## src/rtl/modulo_acondicionador_botones_if.sv

```systemverilog
// Push-button bundle: raw board keys in, move pulses and
// debounced levels out toward the game controller.
interface modulo_acondicionador_botones_if;
  logic       botonArribaCrudo;
  logic       botonAbajoCrudo;
  logic       botonIzquierdaCrudo;
  logic       botonDerechaCrudo;
  logic       botonArriba;
  logic       botonAbajo;
  logic       botonIzquierda;
  logic       botonDerecha;
  logic [3:0] botonesEstables;

  modport master (
    output botonArribaCrudo,
    output botonAbajoCrudo,
    output botonIzquierdaCrudo,
    output botonDerechaCrudo,
    input  botonArriba,
    input  botonAbajo,
    input  botonIzquierda,
    input  botonDerecha,
    input  botonesEstables
  );

  modport slave (
    input  botonArribaCrudo,
    input  botonAbajoCrudo,
    input  botonIzquierdaCrudo,
    input  botonDerechaCrudo,
    output botonArriba,
    output botonAbajo,
    output botonIzquierda,
    output botonDerecha,
    output botonesEstables
  );
endinterface

```

## src/rtl/modulo_acondicionador_botones.sv

```systemverilog
// Button conditioner: sync, debounce, one pulse per press.
// Define AUTO_REPETICION_EN to re-pulse a held button periodically.
module modulo_acondicionador_botones #(
  parameter int CICLOS_ESTABLE      = 500000,
  parameter int ANCHO_CONTADOR      = 20,
  parameter bit BOTONES_ACTIVO_BAJO = 1'b1,
  parameter int CICLOS_REPETICION   = 25000000,
  parameter int ANCHO_REPETICION    = 25
) (
  input  logic reloj,
  input  logic reinicio,
  modulo_acondicionador_botones_if.slave botones
);

  typedef enum logic {
    LIBRE,
    ESPERA_SUELTA
  } estado_t;

  localparam logic [3:0] REPOSO =
    {4{BOTONES_ACTIVO_BAJO}};
  localparam logic [ANCHO_CONTADOR-1:0] FIN_ESTABLE =
    ANCHO_CONTADOR'(CICLOS_ESTABLE - 1);

  logic [3:0] crudo;
  logic [3:0] s1;
  logic [3:0] s2;
  logic [3:0] muestra;
  logic [3:0] estable;
  logic [3:0] bloqueado;
  logic [3:0] efectivo;
  logic [3:0] seleccion;
  logic [3:0] pulso;
  logic [3:0] pulso_sig;
  logic [1:0] llenado;
  logic [ANCHO_CONTADOR-1:0] contador [4];
  estado_t estado;
  estado_t estado_sig;

  assign crudo = {botones.botonDerechaCrudo,
                  botones.botonIzquierdaCrudo,
                  botones.botonAbajoCrudo,
                  botones.botonArribaCrudo};

  always_ff @(posedge reloj or negedge reinicio) begin
    if (!reinicio) begin
      s1 <= REPOSO;
      s2 <= REPOSO;
    end else begin
      s1 <= crudo;
      s2 <= s1;
    end
  end

  assign muestra = BOTONES_ACTIVO_BAJO ? ~s2 : s2;

  always_ff @(posedge reloj or negedge reinicio) begin
    if (!reinicio) begin
      estable <= '0;
      for (int i = 0; i < 4; i++) contador[i] <= '0;
    end else begin
      for (int i = 0; i < 4; i++) begin
        if (muestra[i] == estable[i]) begin
          contador[i] <= '0;
        end else if (contador[i] == FIN_ESTABLE) begin
          estable[i]  <= muestra[i];
          contador[i] <= '0;
        end else begin
          contador[i] <= contador[i] + 1'b1;
        end
      end
    end
  end

  // A key held across reset stays masked until seen released.
  always_ff @(posedge reloj or negedge reinicio) begin
    if (!reinicio) begin
      llenado   <= '0;
      bloqueado <= '1;
    end else begin
      llenado <= {llenado[0], 1'b1};
      if (llenado[1])
        bloqueado <= bloqueado & (muestra | estable);
    end
  end

  assign efectivo  = estable & ~bloqueado;
  assign seleccion = efectivo & (~efectivo + 4'd1);

`ifdef AUTO_REPETICION_EN
  localparam logic [ANCHO_REPETICION-1:0] FIN_REP =
    ANCHO_REPETICION'(CICLOS_REPETICION - 1);

  logic [3:0] activo;
  logic [ANCHO_REPETICION-1:0] repeticion;
  logic activo_pulsado;
  logic rep_fin;

  assign activo_pulsado = |(estable & activo);
  assign rep_fin = (repeticion == FIN_REP);

  always_ff @(posedge reloj or negedge reinicio) begin
    if (!reinicio) begin
      activo     <= '0;
      repeticion <= '0;
    end else begin
      if (estado == LIBRE && efectivo != '0)
        activo <= seleccion;
      if (estado != ESPERA_SUELTA || !activo_pulsado || rep_fin)
        repeticion <= '0;
      else
        repeticion <= repeticion + 1'b1;
    end
  end
`endif

  always_ff @(posedge reloj or negedge reinicio) begin
    if (!reinicio) begin
      estado <= LIBRE;
      pulso  <= '0;
    end else begin
      estado <= estado_sig;
      pulso  <= pulso_sig;
    end
  end

  always_comb begin
    estado_sig = estado;
    unique case (estado)
      LIBRE:
        if (efectivo != '0) estado_sig = ESPERA_SUELTA;
      ESPERA_SUELTA:
        if (estable == '0) estado_sig = LIBRE;
      default: estado_sig = LIBRE;
    endcase
  end

  always_comb begin
    pulso_sig = '0;
    unique case (estado)
      LIBRE:
        pulso_sig = seleccion;
      ESPERA_SUELTA: begin
`ifdef AUTO_REPETICION_EN
        if (rep_fin && activo_pulsado)
          pulso_sig = activo;
`endif
      end
      default: pulso_sig = '0;
    endcase
  end

  assign botones.botonArriba     = pulso[0];
  assign botones.botonAbajo      = pulso[1];
  assign botones.botonIzquierda  = pulso[2];
  assign botones.botonDerecha    = pulso[3];
  assign botones.botonesEstables = estable;

endmodule

```

## src/flat_wrapper.sv

```systemverilog
// flat-port wrapper written by rule: the top's interface ports become plain ports
module modulo_acondicionador_botones_flat 
#(
  parameter int CICLOS_ESTABLE      = 500000,
  parameter int ANCHO_CONTADOR      = 20,
  parameter bit BOTONES_ACTIVO_BAJO = 1'b1,
  parameter int CICLOS_REPETICION   = 25000000,
  parameter int ANCHO_REPETICION    = 25
)
  (reloj, reinicio, botones_botonArribaCrudo, botones_botonAbajoCrudo, botones_botonIzquierdaCrudo, botones_botonDerechaCrudo, botones_botonArriba, botones_botonAbajo, botones_botonIzquierda, botones_botonDerecha, botones_botonesEstables);
  modulo_acondicionador_botones_if botones_i ();
  input  logic reloj;
  input  logic reinicio;
  input wire logic [$bits(botones_i.botonArribaCrudo)-1:0] botones_botonArribaCrudo;
  input wire logic [$bits(botones_i.botonAbajoCrudo)-1:0] botones_botonAbajoCrudo;
  input wire logic [$bits(botones_i.botonIzquierdaCrudo)-1:0] botones_botonIzquierdaCrudo;
  input wire logic [$bits(botones_i.botonDerechaCrudo)-1:0] botones_botonDerechaCrudo;
  output wire logic [$bits(botones_i.botonArriba)-1:0] botones_botonArriba;
  output wire logic [$bits(botones_i.botonAbajo)-1:0] botones_botonAbajo;
  output wire logic [$bits(botones_i.botonIzquierda)-1:0] botones_botonIzquierda;
  output wire logic [$bits(botones_i.botonDerecha)-1:0] botones_botonDerecha;
  output wire logic [$bits(botones_i.botonesEstables)-1:0] botones_botonesEstables;
  assign botones_i.botonArribaCrudo = botones_botonArribaCrudo;
  assign botones_i.botonAbajoCrudo = botones_botonAbajoCrudo;
  assign botones_i.botonIzquierdaCrudo = botones_botonIzquierdaCrudo;
  assign botones_i.botonDerechaCrudo = botones_botonDerechaCrudo;
  assign botones_botonArriba = botones_i.botonArriba;
  assign botones_botonAbajo = botones_i.botonAbajo;
  assign botones_botonIzquierda = botones_i.botonIzquierda;
  assign botones_botonDerecha = botones_i.botonDerecha;
  assign botones_botonesEstables = botones_i.botonesEstables;
  modulo_acondicionador_botones #(.CICLOS_ESTABLE(CICLOS_ESTABLE), .ANCHO_CONTADOR(ANCHO_CONTADOR), .BOTONES_ACTIVO_BAJO(BOTONES_ACTIVO_BAJO), .CICLOS_REPETICION(CICLOS_REPETICION), .ANCHO_REPETICION(ANCHO_REPETICION)) u_core (.reloj(reloj), .reinicio(reinicio), .botones(botones_i));
endmodule
```

## config.mk

```make
export PLATFORM = sky130hd
export DESIGN_NAME = modulo_acondicionador_botones_flat
export DESIGN_NICKNAME = d
export VERILOG_FILES = /design/src/rtl/modulo_acondicionador_botones_if.sv /design/src/rtl/modulo_acondicionador_botones.sv /design/src/flat_wrapper.sv
export SDC_FILE = /design/constraint.sdc
export NUM_CORES = 1
export LEC_CHECK = 0
export BUFFER_PORTS_ARGS = -buffer_cell sky130_fd_sc_hd__buf_2
export CORE_MARGIN = 5
export CORE_UTILIZATION = 50
export CTS_CLUSTER_DIAMETER = 80
export DETAILED_ROUTE_END_ITERATION = 10
export GPL_TIMING_DRIVEN = 0
export MAX_ROUTING_LAYER = met4
export PLACE_DENSITY_LB_ADDON = 0.15
export SYNTH_ARGS = -nofsm -noshare
export SYNTH_HDL_FRONTEND = slang
export SYNTH_SLANG_ARGS = --single-unit
```

## constraint.sdc

```tcl
create_clock -name reloj -period 5.6 [get_ports reloj]
set_input_delay 1.12 -clock reloj [delete_from_list [all_inputs] [get_ports reloj]]
set_output_delay 1.12 -clock reloj [all_outputs]
set_load 0.02 [all_outputs]
```

==> qor.yml <==
clocking:
  cts_tree: "yes"
  holdBufCountCts: 0
  clkTransAtPathRegs_ns: 0.10
  root_buffer: "clkbuf_8"
  cts_buffer_depth: 2
  post_cts_buffers: 0
  cts_num_sinks: 103
  cts_resized: 0
  h-tree-depth: 3
  insertion_delay_ns: 0.38
  cts_buffers: 9
cells_and_area:
  layoutNonFillerInstCount: 638
  post_route_cells_drive_above_1_share: 0.0990
  diodes: 0
  syn2layout_area_growth_pct: 9.75
  fillers: 888
  fin_nets: 514
critical_path:
  crit_path_end_kind: "register"
  critPathLaunchType: "register"
  r2r_start: "u_core.contador[12]$_DFF_PN0_"
  worst_path_max_delay_cell: "o21ai_1"
  worstPathRequired_ns: 5.86
  worst_path_largest_cell_delay_ns: 0.59
  r2r_slack_ns: 3.37
  cp_top_family: "simple AND/OR/NAND/NOR gates"
  timing.critical_path.buf_inv: 1
  critPathMaxFanout: 10
  reg2reg_to: "u_core.contador[14]$_DFF_PN0_"
  crit_path_start: "u_core.contador[12]$_DFF_PN0_"
  crit_path_cell_trace: "nor4bb_1, nand2_1, o21ai_1, clkbuf_1, nor2_1"
  critPathKind: "reg2reg"
  worstPathArrival_ns: 2.49
  r2r_cells: 5
floorplan:
  dieArea_sq_mm: 0.0118
  io-pin-count: 14
  die_x_um: 109
  core_area_sq_mm: 0.00964
  initial_core_util: 0.503
  die_h_um: 109
  num_rows: 36
pwr:
  p_leak_nw: 2.13
  vdd_ir_drop_max_v: 0.000207
  cellPowerDensity_mw_per_mm2: 245
  power.total_mw: 1.31
routing:
  first_iter_violations: 176
  vias_per_cell: 5.37
  routed_wl_um: 8810
  route.detailed.drc: 0
  dr.pass1.iters: 6
  postRouteAntennaNets: 0
  num_vias: 3425
  wire_per_inst_um: 13.8
logic_synthesis:
  netlist_top_cells_area: "dfrtp_1 (47%), dfstp_2 (6.5%), xnor2_1 (6.1%), nor2_1 (5.4%), xor2_1 (4.3%)"
  synth_top_area_cell: "dfrtp_1"
  synth_top_area_share: 0.469
  async_flop_share: 1.00
  synth_ff_type: "dfrtp_1"
  ys_ff_latch: 103
  yosys_warnings: 0
  synth-edff-count: 0
  synth_top_cells_by_count: "dfrtp_1 (91), nor2_1 (70), xnor2_1 (34), nand3_1 (28), nand4_1 (26)"
  synth_cells: 475
  synth.most_common_cell: "dfrtp_1"
  seq_area_frac_synth: 0.534
  syn_nets: 489
  synth_area_per_cell_sq_um: 10.2
  synth_cell_types: 45
  syn-cell-area_sq_mm: 0.00485
grt:
  use_met2: 0.261
  use_met3: 0.0436
  grt-busiest-layer: "met2"
  grt.overflow.total: 0
  grt_pass1_wl_um: 15900
  grtUsageMet1: 0.235
  grt_max_degree: 73
  first_global_vias: 3365
  antenna_found_initial: 0
  grt_use_total: 0.176
placed_design:
  place_hpwl_um: 6140
  port_buffers: 13
  pre_cts_ws_ns: 3.34
  dp_cells: 622
  gp_congestion: 0.788
sta:
  maxSlewHeadroom: 0.442
  whs_ns: 0.355
  finalMaxSlewViolations: 0
  hold_viol: 0
  rsz0062_at_grt: "no"
  setup_ws_ns: 3.37
  tns_ns: 0
  tightest_slew_ns: 0.830
  finClkSkew_ns: 0.00843
  setup_viol: 0
  timing.final.crit_share: 0.398
  fmax_mhz: 449
  post-route-min-period_ns: 2.23
hold_path:
  hold_depth: 0
  hold_start: "u_core.llenado[0]$_DFF_PN0_"
  holdPathEnd: "u_core.llenado[1]$_DFF_PN0_"
  worstHoldPathType: "reg2reg"
flow_run:
  max_cap_violations: 0
outcome:
  outcome: "completed"
==> registers in the layout (all words and copies together), names as in the netlist <==
signal / count
u_core.s1: 4
u_core.bloqueado: 4
u_core.s2: 4
u_core.botones.botonesEstables: 4
u_core.llenado: 2
u_core.contador: 80
u_core.pulso: 4
u_core.estado: 1
==> logic make-up after synthesis <==
logic type / after synthesis / share of synthesized area
compound gates: 40 / 0.0516
xor+xnor: 58 / 0.105
fa+ha+maj: 8 / 0.0206
buf+inv: 31 / 0.0266
flops: 103 / 0.534
mux: 4 / 0.00825
other cells: 1 / 0.000773
simple gates: 230 / 0.253
==> worst max path at each step <==
stage / end / slack (ns) / depth (start not counted)
6_report: u_core.contador[14]$_DFF_PN0_ / 3.37 / 5
5_1_grt: u_core.contador[15]$_DFF_PN0_ / 3.09 / 5
4_1_cts: u_core.contador[12]$_DFF_PN0_ / 3.31 / 5
3_5_place_dp: u_core.contador[12]$_DFF_PN0_ / 3.34 / 5
3_3_place_gp: u_core.contador[21]$_DFF_PN0_ / 2.32 / 1
2_1_floorplan: u_core.contador[49]$_DFF_PN0_ / 3.61 / 5
==> per-stage QoR <==
stage,instance area [sq um],utilization
CTS,5330,0.552
detailed placement,5110,0.531
floorplan,4850,-
finish,5330,0.552
global route,5330,0.552
global placement,5080,0.527
==> cell type report <==
cell class | count | area [sq um] | area share
sequential | 103 | 2590 | 0.487
multi-input combinational | 341 | 2130 | 0.400
tap | 133 | 166 | 0.0313
clock buffer | 10 | 138 | 0.0258
timing repair buffer | 14 | 95.1 | 0.0179
inverter | 20 | 75.1 | 0.0141
clock inverter | 6 | 73.8 | 0.0139
buffer | 11 | 53.8 | 0.0101
==> cells in the final DEF (no fill, tap or decap), types with 6 or more instances in the layout <==
cell and n:
dfrtp_1 91, nor2_1 70, xnor2_1 34, nand3_1 28
nand4_1 26, xor2_1 24, nand2_1 22, inv_1 20
nor4_1 17, nor3_1 15, o21ai_0 12, buf_2 12
dfstp_2 12, a21oi_1 11, clkbuf_8 10, and4_1 8
nor4b_1 8, clkbuf_1 8, and2_1 8, ha_1 8
or4_1 6, or3_1 6
==> layer usage <==
metal  share of wire  routed length, um
met4           0.014                126
met5               0                  0
met3           0.028                245
met1            0.51               4500
met2            0.45               3940
==> power breakdown <==
part | switching [mW] | total, mW | internal (mW)
registers | 0.00938 | 0.766 | 0.756
clock network | 0.269 | 0.494 | 0.225
logic | 0.0321 | 0.0459 | 0.0138
total | 0.311 | 1.31 | 0.995
(Power assumes the default switching activity.)
